$ cat config.mk
export PLATFORM = sky130hd
export DESIGN_NAME = fp_mul_r8
export DESIGN_NICKNAME = d
export VERILOG_FILES = /design/src/rtl/fp_mul_r8.sv
export SDC_FILE = /design/constraint.sdc
export NUM_CORES = 2
export LEC_CHECK = 0
export CELL_PAD_IN_SITES_DETAIL_PLACEMENT = 1
export CELL_PAD_IN_SITES_GLOBAL_PLACEMENT = 1
export CORE_ASPECT_RATIO = 0.8
export CORE_MARGIN = 1
export CORE_UTILIZATION = 52
export CTS_CLUSTER_DIAMETER = 50
export DETAILED_ROUTE_END_ITERATION = 6
export DONT_BUFFER_PORTS = 1
export GPL_ROUTABILITY_DRIVEN = 0
export PLACE_DENSITY = 0.83
export SETUP_SLACK_MARGIN = 0.5
export SLEW_MARGIN = 20
export SYNTH_ARGS = -nofsm -noshare
export SYNTH_HDL_FRONTEND = slang
export SYNTH_SLANG_ARGS = --single-unit
$ cat constraint.sdc
create_clock -name clk -period 9 [get_ports clk]
set_input_delay 2.25 -clock clk [delete_from_list [all_inputs] [get_ports clk]]
set_output_delay 2.25 -clock clk [all_outputs]
set_load 0.02 [all_outputs]
$ cat src/rtl/fp_mul_r8.sv
// Radix-8 sequential unsigned significand multiplier: p = a * b, full 2*WID-bit product.
// Latency: ITER=(WID+2)/3 cycles from the ld edge to done; 0 extra cycles when an operand is zero.
// No backpressure: ld is always accepted and aborts any operation in flight.
//
// Ports:
//   clk  - clock, rising edge
//   rst  - synchronous active-high reset (wins over ld)
//   ld   - start pulse, samples a/b
//   a, b - WID-bit multiplicand / multiplier
//   p    - 2*WID-bit product, valid from done until next ld or rst
//   done - one-cycle pulse when p is valid
//   busy - high while iterations are in progress
module fp_mul_r8 #(
  parameter int WID = 112
) (
  input  logic             clk,
  input  logic             rst,
  input  logic             ld,
  input  logic [WID-1:0]   a,
  input  logic [WID-1:0]   b,
  output logic [2*WID-1:0] p,
  output logic             done,
  output logic             busy
);

  localparam int ITER = (WID + 2) / 3;
  localparam int MW   = 3 * ITER;          // zero-padded multiplier width
  localparam int AW   = WID + 3;           // accumulator width
  localparam int HW   = 2 * WID - MW;      // product bits taken from the accumulator
  localparam int CW   = $clog2(ITER + 1);

  localparam logic [0:0] S_IDLE = 1'b0;
  localparam logic [0:0] S_RUN  = 1'b1;

  logic [0:0]       r_state;
  logic [WID-1:0]   r_areg;
  logic [MW-1:0]    r_mreg;
  logic [AW-1:0]    r_acc;
  logic [CW-1:0]    r_cnt;
  logic [2*WID-1:0] r_p;
  logic             r_done;
  logic             r_busy;

  logic [2:0]       w_d;
  logic [AW-1:0]    w_a1;
  logic [AW-1:0]    w_pp;
  logic [AW-1:0]    w_s;
  logic [MW-1:0]    w_mreg_nx;
  logic [2*WID-1:0] w_p_nx;
  logic             w_zero;

  // Digit times multiplicand from shifted copies; 7*a fits in WID+3 bits.
  assign w_d  = r_mreg[2:0];
  assign w_a1 = {3'b000, r_areg};
  assign w_pp = (w_d[0] ? w_a1        : '0)
              + (w_d[1] ? (w_a1 << 1) : '0)
              + (w_d[2] ? (w_a1 << 2) : '0);
  assign w_s  = r_acc + w_pp;

  // Low 3 bits of each partial sum retire into the top of mreg as the
  // consumed digit drops out the bottom; after ITER steps mreg holds the
  // low MW product bits and the shifted accumulator holds the rest.
  assign w_mreg_nx = {w_s[2:0], r_mreg[MW-1:3]};
  assign w_p_nx    = {w_s[HW+2:3], w_mreg_nx};

  assign w_zero = (a == '0) || (b == '0);

  always_ff @(posedge clk) begin
    if (rst) begin
      r_state <= S_IDLE;
      r_areg  <= '0;
      r_mreg  <= '0;
      r_acc   <= '0;
      r_cnt   <= '0;
      r_p     <= '0;
      r_done  <= 1'b0;
      r_busy  <= 1'b0;
    end else begin
      r_done <= 1'b0;
      if (ld) begin
        if (w_zero) begin
          // Trivial product: answer immediately, abandoning any run in flight.
          r_p     <= '0;
          r_done  <= 1'b1;
          r_busy  <= 1'b0;
          r_state <= S_IDLE;
        end else begin
          r_areg  <= a;
          r_mreg  <= MW'(b);
          r_acc   <= '0;
          r_cnt   <= CW'(ITER - 1);
          r_busy  <= 1'b1;
          r_state <= S_RUN;
        end
      end else if (r_state == S_RUN) begin
        r_acc  <= w_s >> 3;
        r_mreg <= w_mreg_nx;
        if (r_cnt == '0) begin
          r_p     <= w_p_nx;
          r_done  <= 1'b1;
          r_busy  <= 1'b0;
          r_state <= S_IDLE;
        end else begin
          r_cnt <= r_cnt - CW'(1);
        end
      end
    end
  end

  assign p    = r_p;
  assign done = r_done;
  assign busy = r_busy;

endmodule

**Word-level counts from Yosys, hierarchy flattened**

Cells that the tools add are included.

- Input port bits: 227
- Word-level logic and storage cells: 55
- Register bits: 574
- Output and inout port bits: 226

- Equality and inequality tests: 3
- $add $sub $neg: 4
- Reduce and logical (&&, ||, !) cells: 11
- Bitwise operators: 1
- Multiplexer cells: 28

Operator list:

| operator | count |
|---|---|
| 224-bit two-way mux | 4 |
| 114-bit two-way mux | 4 |
| 115-bit two-way mux | 3 |
| 112-bit logical NOT | 2 |
| 114-bit by 114-bit adder with 115-bit output | 1 |
| 115-bit adder | 1 |
| 112-bit by 113-bit adder with 114-bit output | 1 |
| 113-bit two-way mux | 1 |
| 112-bit two-way mux | 1 |
| 6-bit two-way mux | 4 |
| 1-bit two-way mux | 11 |
| 6-bit logical NOT | 1 |
| 2-bit AND reduction | 3 |
| 3-bit AND reduction | 2 |
| 6-bit by 1-bit subtractor with 6-bit output, second input constant | 1 |
| 2-bit inequality test, second input constant | 2 |
| 2-bit nonzero test | 2 |
| 2-bit by 1-bit inequality test with 1-bit output, second input constant | 1 |
| 1-bit logical OR | 1 |
| 1-bit inverter | 1 |

**Longest topological paths before layout**

- Word-level depth: 7
- Mapped depth: 19
- Mapped depth without buffers: 17

**Worst setup path after synthesis**

Ideal clock, no wire load.

- Path type: register to register
- Start point: reg r_mreg[1]
- End point: reg r_acc[111]
- Period minus slack after synthesis: 4.726 ns
- Stages on the path, launching flop included: 20
- Data required time: 8.883 ns
- Slack: 4.274 ns
- Data arrival time: 4.609 ns
- Path buffers: 2
- Library setup time: 0.117 ns
- Path through: dfxtp_1 -> clkbuf_1 -> clkbuf_1 -> nand2_1 -> fa_1 -> fa_1 -> inv_1 -> ha_1 -> fa_1 -> a21o_1 -> a31o_1 -> a21o_1 -> nor2b_1 -> o211a_1 -> o2111a_1 -> a31oi_1 -> o21ai_1 -> a41oi_1 -> xor2_1 -> o21ai_1

- Cells in the longest elaborated chain, start to end: 6

RTL lines:

| item | line | text |
|---|---|---|
| start, declared | 37 | `logic [MW-1:0] r_mreg;` |
| start signal, assigned | 89 | `r_mreg <= MW'(b);` |
| start signal, assigned | 97 | `r_mreg <= w_mreg_nx;` |
| 113-bit two-way mux | 56 | `+ (w_d[1] ? (w_a1 << 1) : '0)` |
| 112-bit by 113-bit adder with 114-bit output | 56 |  |
| 114-bit by 114-bit adder with 115-bit output | 57 | `+ (w_d[2] ? (w_a1 << 2) : '0);` |
| 115-bit adder | 58 | `assign w_s = r_acc + w_pp;` |
| 115-bit two-way mux | 95 | `end else if (r_state == S_RUN) begin` |
| 115-bit two-way mux | 80 | `if (ld) begin` |
| end signal, assigned | 96 | `r_acc <= w_s >> 3;` |
| end, declared | 38 | `logic [AW-1:0] r_acc;` |

Every way passes these cells. The select of a mux whose other input is x is not followed.
A chain may end at the register's enable or synchronous reset.

**Final worst setup path**

Ends and elaborated chain as after synthesis.

==> impl_metrics.ini <==
[outcome]
outcome = finished, final reports clean

[finish]
fillCellCount = 8050
multi_input_area_um2 = 22140
fin_util_pct = 57.24
layout.nets = 4746
drive_gt1_share_pct = 4.300
stdcell_count = 5149
final_cell_area_um2 = 38770
synthToLayoutAreaGrowth_pct = 8.081
seqCellArea_um2 = 11440

[cts]
cts_max_path_buffers = 3
h-tree-depth = 3
cts_hold_buf = 0
cts.sink_count = 571
cts_inserted_buffers = 70
cts_tree = yes
clk_latency_ns = 0.66
cts_resized = 0
ctsRootBufferMaster = clkbuf_16
post-cts-setup-buffers = 0
clk_pin_slew_ns = 0.06

[global_route]
grt_max_degree = 485
grt_use_total_pct = 36.35
overflow = 0
grt_pass1_vias = 32930
antenna_found_initial = 5
grt_pass1_wl_mm = 197.1

[setup_path]
cp_slowest_cell = dfxtp_4
reg2reg_slack_ns = 2.89
r2r-end = r_acc[111]
crit_chain = buf_4, nand2_1, fa_1, fa_1, inv_1, ha_1, a21oi_1, o21ai_0, a21boi_0, o21ai_0, a21oi_1, o211ai_1, a31oi_1, o21ai_1, a41oi_1, xor2_1, o21ai_1
path_delay_family = compound AO/OA/AOI/OAI gates
criticalPathCategory = reg2reg
cp.arrival_ns = 6.62
worstSetupEndpointType = flop
critPathLaunchType = flop
cp_max_fo = 79
worstRegToRegCells = 17
worstPathRequired_ns = 9.51
critPathBufInv = 2
slowest_delay_ns = 1.02
r2r-start = r_mreg[1]

[timing]
slew_headroom_pct = 21.70
max_freq_mhz = 163.5
finalCritPeriodShare_pct = 67.94
drv_slew = 0
timing.final.crit_period_ns = 6.114
final-hold-violation-count = 0
tns_ns = 0
skew_ns = 0.04531
setup_ws_ns = 2.886
worst_pin_slew_ns = 1.164
setup-violations-final = 0
rsz0062_at_grt = no
timing.hold.ws_ns = 0.4521

[detailed_routing]
drtIter0Drc = 2339
antenna_left = 0
wl_met2_mm = 58.01
viasPerCell = 6.224
drc = 0
via_count = 32050
dr.pass1.iters = 5
top_layer_used = met5
wl_met1_mm = 53.62
met3_length_mm = 12.10
drt-wirelength-per-cell_um = 25.09
finalWirelength_mm = 129.2

[floorplanning]
rows = 85
start_util_pct = 52.96
die_area_um2 = 70050
die_w_um = 295.7
core_um2 = 67750
pin_count = 453
die_h_um = 236.9

[synthesis]
yosysSeqAreaShare_pct = 31.86
synth_cell_types = 78
synth_commonest_cells = nand2_1 (673), dfxtp_1 (571), nor2_1 (433), inv_1 (353), a21oi_1 (348)
synth_seq_cells = 571
synthArstFlopShare_pct = 0
ys_top_cells_by_area = dfxtp_1 (32%), fa_1 (12%), nand2_1 (7.0%)
yosysTopAreaCell = dfxtp_1
yosys_warnings = 0
synth_top_area_share_pct = 31.86
syn_nets = 4942
synth_edf_count = 0
syn_inst = 4374
synth.cell_area_um2 = 35880
ys.flop_type = dfxtp_1
post_synth.cell_area_avg_um2 = 8.202
yosysMostFrequentCell = nand2_1

[place]
placedInstanceArea_um2 = 36220
dp_hpwl_mm = 92.88
place_inst = 5018
io_buffers = 0
dp_slack_ns = 2.562

[hold_path]
hold_class = reg2reg
hold-path-endpoint = r_acc[7]
hold_depth = 2
hold_start = r_acc[7]

[power_and_ir_drop]
power_frac_comb_pct = 10.8
p_per_area_nw_per_um2 = 168.1
internal_power_mw = 4.643
p_seq_share_pct = 42.2
p_clk_share_pct = 47.0
p_sw_share_pct = 28.77
p_total_mw = 6.518
ir_drop_v = 0.0001347
power.switching_mw = 1.875
p_leak_nw = 15.54

[flow_run]
maxCapViolCount = 0
[layer usage]
metal	vias to the layer above	GRT usage [%]
met4	4	14.32
met1	16060	47.39
li1	14460	-
met3	294	10.31
met5	-	0
met2	1224	56.66
[final cells by class]
type / instances / share of cell area, %
inverters: 353 / 3.424
repair buffers: 20 / 0.5357
clock inverters: 34 / 1.452
well taps: 913 / 2.946
flip-flops and latches: 571 / 29.51
diodes: 3 / 0.01936
clock buffers: 93 / 5.024
multi-input cells: 3162 / 57.09
[how the worst max path moves through the flow]
stage	to	from	slack (ns)	cells after the start
after floorplan	r_acc[111]	r_mreg[1]	4.27	19
after CTS	r_acc[100]	r_mreg[1]	3.11	17
final	r_acc[111]	r_mreg[1]	2.89	17
after detailed placement	r_acc[39]	a[66]	2.56	10
after global routing	r_acc[111]	r_mreg[1]	2.64	17
after global placement	r_acc[39]	a[10]	2.03	10
[kinds of logic (layout without fill, tap and decap cells)]
logic type / count (synthesis) / in the layout / share of synthesized area [%]
xor gates and xnor gates: 112 / 112 / 2.734
adders and majority gates: 341 / 341 / 16.54
buffers and inverters: 641 / 500 / 6.780
other: 0 / 3 / 0
muxes: 250 / 250 / 6.975
and+or+nand+nor: 1548 / 1548 / 18.79
DFF: 571 / 571 / 31.86
AOI/OAI and AO/OA: 911 / 911 / 16.32
[cell usage in the layout (no fill, tap or decap), types with 8 or more instances in the layout]
cell	synthesis	final
clkbuf_8	0	11
nor2b_1	15	13
a22oi_1	35	35
o21a_1	14	14
a22o_1	79	79
and3_1	13	13
a21boi_1	8	8
o21ai_0	98	98
a211oi_1	120	120
a21oi_1	348	347
o21bai_1	26	26
dfxtp_1	571	568
nand3_1	146	146
a21o_1	54	54
xnor2_1	66	66
nor4_2	2	9
buf_4	0	16
clkbuf_16	0	70
clkbuf_1	250	12
a31oi_1	24	24
and4_1	10	10
mux2i_1	250	250
nor3_1	48	47
o21ai_1	27	26
nand4_1	65	65
xor2_1	46	46
ha_1	119	119
nand2_1	673	673
nor4_1	69	62
o211ai_1	8	8
fa_1	222	222
and2_1	32	32
inv_1	353	352
or3_1	18	18
nor2_1	433	428
[worst register-to-register path, stage by stage, from the launching register on]
cell      delay [ns]
dfxtp_4         1.02
buf_4           0.60
nand2_1         0.14
fa_1            0.49
fa_1            0.50
inv_1           0.07
ha_1            0.39
a21oi_1         0.26
o21ai_0         0.21
a21boi_0        0.49
o21ai_0         0.24
a21oi_1         0.32
o211ai_1        0.15
a31oi_1         0.35
o21ai_1         0.17
a41oi_1         0.33
xor2_1          0.19
o21ai_1         0.07
[power groups by stage]
stage	Clock, mW	Sequential, mW	Combinational [mW]
floorplan	0	2.73	0.567
CTS	3.09	2.75	0.694
global placement	0	2.80	0.657
global route	3.19	2.76	0.769
finish	3.07	2.75	0.702
detailed placement	0	2.80	0.684
[registers in the layout (all words and copies together), names as in the netlist]
name	count
busy	1
done	1
p	224
r_acc	112
r_areg	112
r_cnt	6
r_mreg	114
r_state	1
(Power assumes the default switching activity.)
